## config.mk

```make
export PLATFORM = sky130hd
export DESIGN_NAME = irq_request_unit
export DESIGN_NICKNAME = d
export VERILOG_FILES = /design/src/rtl/irq_pkg.sv /design/src/rtl/irq_flag_bit.sv /design/src/rtl/irq_request_unit.sv
export SDC_FILE = /design/constraint.sdc
export NUM_CORES = 1
export LEC_CHECK = 0
export CORE_ASPECT_RATIO = 1.1
export CORE_MARGIN = 2
export CORE_UTILIZATION = 35
export DETAILED_ROUTE_END_ITERATION = 12
export GPL_TIMING_DRIVEN = 0
export PLACE_DENSITY = 0.87
export RECOVER_POWER = 50
export SLEW_MARGIN = 20
export SYNTH_ARGS = -nofsm -noshare
export SYNTH_HDL_FRONTEND = slang
export SYNTH_SLANG_ARGS = --single-unit
```

## constraint.sdc

```tcl
create_clock -name CLK -period 6.6 [get_ports CLK]
set_input_delay 1.98 -clock CLK [delete_from_list [all_inputs] [get_ports CLK]]
set_output_delay 1.98 -clock CLK [all_outputs]
set_load 0.005 [all_outputs]
```

## src/rtl/irq_pkg.sv

```systemverilog
// Shared constants for the interrupt request unit.
// Register addresses, source bit indices and vector helpers.
package irq_pkg;

  localparam logic [15:0] IF_ADDR = 16'hFF0F;
  localparam logic [15:0] IE_ADDR = 16'hFFFF;

  localparam int IRQ_VBLANK = 0;
  localparam int IRQ_STAT   = 1;
  localparam int IRQ_TIMER  = 2;
  localparam int IRQ_SERIAL = 3;
  localparam int IRQ_JOYPAD = 4;

  localparam logic [7:0] IRQ_VEC_BASE = 8'h40;

  function automatic logic [7:0] irq_vector(input int idx);
    irq_vector = IRQ_VEC_BASE + 8'(idx * 8);
  endfunction

endpackage

```

## src/rtl/irq_flag_bit.sv

```systemverilog
// One IF bit: source edge detect plus set/ack/write priority.
// A fresh edge always wins over a clear in the same cycle.
module irq_flag_bit (
  input  logic clk_i,
  input  logic rst_ni,
  input  logic src_i,
  input  logic wstb_i,
  input  logic wdata_i,
  input  logic ack_i,
  output logic flag_o
);

  logic src_q;
  logic flag_q;
  logic flag_d;
  logic set;
  logic base;

  always_comb begin
    set    = src_i & ~src_q;
    base   = wstb_i ? wdata_i : flag_q;
    base   = base & ~ack_i;
    flag_d = base | set;
  end

  always_ff @(posedge clk_i or negedge rst_ni) begin
    if (!rst_ni) begin
      src_q  <= 1'b0;
      flag_q <= 1'b0;
    end else begin
      src_q  <= src_i;
      flag_q <= flag_d;
    end
  end

  assign flag_o = flag_q;

endmodule

```

## src/rtl/irq_request_unit.sv

```systemverilog
// IF register (0xFF0F): edge-captured peripheral requests,
// core trigger/acknowledge and CPU bus access.
module irq_request_unit
  import irq_pkg::*;
#(
  parameter int          NUM_IRQ     = 5,
  parameter logic [15:0] IF_ADDR     = irq_pkg::IF_ADDR,
  parameter logic        UNUSED_READ = 1'b1
) (
  input  logic               CLK,
  input  logic               nRESET,
  input  logic [NUM_IRQ-1:0] IRQ_SRC,
  input  logic [15:0]        A,
  input  logic [7:0]         D_IN,
  input  logic               RD,
  input  logic               WR,
  output logic [7:0]         D_OUT,
  output logic               D_OE,
  output logic [7:0]         CPU_IRQ_TRIG,
  input  logic [7:0]         CPU_IRQ_ACK
);

  logic               sel;
  logic               wr_q;
  logic               wstb;
  logic [NUM_IRQ-1:0] if_vec;
  logic               unused_hi;

  assign sel  = (A == IF_ADDR);
  // Only the first cycle of a WR pulse commits.
  assign wstb = WR & ~wr_q & sel;

  always_ff @(posedge CLK or negedge nRESET) begin
    if (!nRESET) begin
      wr_q <= 1'b0;
    end else begin
      wr_q <= WR;
    end
  end

  for (genvar i = 0; i < NUM_IRQ; i++) begin : g_bit
    irq_flag_bit u_bit (
      .clk_i   (CLK),
      .rst_ni  (nRESET),
      .src_i   (IRQ_SRC[i]),
      .wstb_i  (wstb),
      .wdata_i (D_IN[i]),
      .ack_i   (CPU_IRQ_ACK[i]),
      .flag_o  (if_vec[i])
    );
  end

  assign D_OE  = RD & sel & nRESET;
  assign D_OUT = D_OE ? {{(8-NUM_IRQ){UNUSED_READ}}, if_vec}
                      : 8'h00;

  assign CPU_IRQ_TRIG = {{(8-NUM_IRQ){1'b0}}, if_vec};

  assign unused_hi = ^{D_IN[7:NUM_IRQ], CPU_IRQ_ACK[7:NUM_IRQ]};

endmodule
```

==> key figures <==
Outcome
  – Status: finished clean

Worst setup path
  – Slowest-stage cell, CP: or4b_1
  – Crit Path Category: in -> out
  – Crit path arrival time: between 4 and 5 ns
  – CP peak stage delay: 0.50 ns
  – Worst r2r path cells: 3
  – R2R Setup Slk: 5.52 ns
  – Cell Chain, Critical Path: clkdlybuf4s50_1 -> or4b_1 -> buf_2 -> or4_1 -> buf_2 -> nor2_1 -> buf_4 -> clkdlybuf4s50_1
  – R2r endpoint: g_bit[1].u_bit.flag_o$_DFF_PN0_
  – Crit end category: output port
  – Startpoint Class: primary input
  – Worst Path Buf+Inv: 5
  – Worst r2r src: wr_q$_DFF_PN0_
  – CP delay by family, top: buffers and inverters
  – Critical Path RT: 4.62 ns
  – CP Max Fanout: 7

Logic synthesis
  – Synthesized cell area: 738.2 um2
  – Prevailing post-synth register cell: dfrtp_1
  – Syn. warnings: 0
  – EDFF count, synth: 0
  – Post-synthesis compound-gate area fraction: 0.1441
  – Synth Area in Simple Gates: 0.3271
  – Synth cell types: 19
  – Syn avg cell area: 9.464 um2
  – Largest family of logic cells by synthesized area: simple AND/OR/NAND/NOR gates
  – FFs w/ async S/R, synth: 1.000
  – Syn Inst Count: 78
  – Yosys reg bits: 11
  – Sequential fraction of the synthesis area: 0.3729
  – Post-synthesis xor/xnor area fraction: 0
  – Post-synthesis mux area share: 0
  – Post-synthesis adder-cell area fraction: 0

Layout
  – Most frequent cells in the layout: clkdlybuf4s50_1, nor2b_1, buf_4, dfrtp_1, dlygate4sd3_1
  – N_diodes: 0
  – Share of layout cells above drive strength 1: 0.1742
  – Post-layout util: 0.6446
  – Area Growth Syn to Fin: 74.58%
  – # nets final: 174
  – Commonest non-fill, non-tap cell in the layout: clkdlybuf4s50_1
  – Design area: approximately 0.0013 mm2

Placed design
  – Placed Area: 0.001261 mm2
  – Port Buffers: 48
  – RD Place Congestion: between 0.7 and 0.8

Power and ir drop
  – Worst vdd ir: 0.0001066 V
  – Pwr dens: 137.5 mW/mm2
  – Static leakage: just under 0.5 nW

Clocking
  – Number of buffers created by CTS: 3
  – CTS clk-pin slew, worst paths: 0.07 ns
  – Clk buf depth: 2
  – TritonCTS clock tree: yes
  – Clock Latency Late Sink: 0.27 ns
  – CTS Hold Bufs: 0
  – Post-CTS setup buffer count: 0
  – CTS root buf: clkbuf_4
  – H-tree levels: 1
  – CTS resizes: 0
  – Clock sink count: 11

Floorplanning
  – Initial Utilization: 0.3692
  – Die Area: 0.002493 mm2
  – Area of the core: around 0.002 mm2
  – IO Count: 58
  – Width of the die: 47.79 um
  – Die Height: roughly 52 um
  – Cell Rows: 17

GRT
  – Largest net degree at the start of global routing: 13
  – Grt ovf: 0
  – Vias in the first global route: around 750
  – All-layer global routing usage: 0.1656
  – Initial antenna violation count: 0
  – Global-route wire length before repair: 2.980 mm

Routing
  – Drc violations: 0
  – DR top layer: met4
  – WL met3: roughly 110 um
  – Drt pass-1 iters: 4
  – Via/cell ratio: 4.750
  – WL met1: 683 um
  – Routed wire length per instance: 11.41 um
  – Metal2 WL: 1.023 mm
  – Routed Antenna Nets: 0
  – Detailed Route WL: 1.826 mm
  – Via count: 760
  – DRT iter0 DRCs: 11

Flow run
  – Max-cap viol count: 0

Timing
  – Final hold violations: 0
  – RSZ-0062 raised after global routing: false
  – Fmax: 0.1544 GHz
  – # setup viols final: 0
  – Final worst path period share: 0.9815
  – Slew at the pin closest to its max-slew limit: about 0.52 ns
  – Post-Route Setup TNS: 0 ns
  – Final Max Tran Viols: 0
  – Skew final: between 0.004 and 0.005 ns
  – Relative slew slack: 0.6519
  – Minimum clock period: 6.478 ns

Hold path
  – HP Start: g_bit[0].u_bit.src_q$_DFF_PN0_
  – WHS Path Cells: 3
  – Hold EP: g_bit[0].u_bit.flag_o$_DFF_PN0_
  – Min-delay worst type: reg -> reg
## metal layers
metal / global-route usage / vias up
li1: - / 380
met1: 0.1804 / 346
met2: 0.2889 / 32
met3: 0.04861 / 2
met4: 0.06306 / 0
met5: 0 / -
## cell type report
cell class                      instances  area [um2]
Fill cell                             199       710.7
Clock inverter                          1       5.005
Buffer                                 13       92.59
Multi-Input combinational cell         51       359.1
Timing Repair Buffer                   48       480.5
Inverter                                5       18.77
Tap cell                               28       35.03
Clock buffer                            3       22.52
Sequential cell                        11       275.3
## report_power, final
group	total, mW	internal, mW	switching [mW]
clock	0.0459	0.0224	0.0235
combinational	0.0547	0.0369	0.0179
sequential	0.0766	0.0731	0.00347
## Yosys cell counts, types with 2 or more instances
cell type  count  share of area
buf_4         11           0.11
inv_1          5          0.025
dfrtp_1       11           0.37
a21oi_1        5          0.034
nand4_1        4          0.034
nand3b_1       5          0.051
nand4b_1       2          0.024
nor3_2         5          0.068
o211ai_1       5          0.051
nor2b_1       11          0.093
o41ai_1        5          0.059
buf_2          2          0.014
## worst reg2reg max path, stage by stage (launching register included)
cell	delay [ns]
dfrtp_1	0.37
nor2b_1	0.32
nand3b_1	0.14
o211ai_1	0.17
## registers in the layout (all words and copies together) (netlist names)
signal              flops
g_bit.u_bit.src_q       5
wr_q                    1
g_bit.u_bit.flag_o      5
## cell families after synthesis
group | Yosys count
other | 1
DFF | 11
and+or+nand+nor | 33
AOI/OAI and AO/OA | 15
buffers and inverters | 18
## metrics by stage
stage	total power, mW	setup slack, ns	std cells	hold WS, ns
2_1_floorplan	0.09997	1.060	80	0.5645
3_3_place_gp	0.1325	0.1658	156	0.5779
3_5_place_dp	0.1342	0.1006	156	0.5934
4_1_cts	0.1811	0.09350	160	0.6076
5_1_grt	0.1890	0.01241	160	0.6545
6_report	0.1772	0.1224	160	0.6115
## how the worst max path moves through the flow
stage | startpoint | endpoint | cells after the start
after detailed placement | A[5] | D_OUT[6] | 8
after global placement | A[5] | D_OUT[5] | 8
final | A[5] | D_OUT[6] | 8
after floorplan | A[5] | D_OUT[5] | 6
after global routing | A[5] | D_OUT[6] | 8
after CTS | A[5] | D_OUT[6] | 8
Note: power is estimated with default switching activity, not from simulation.
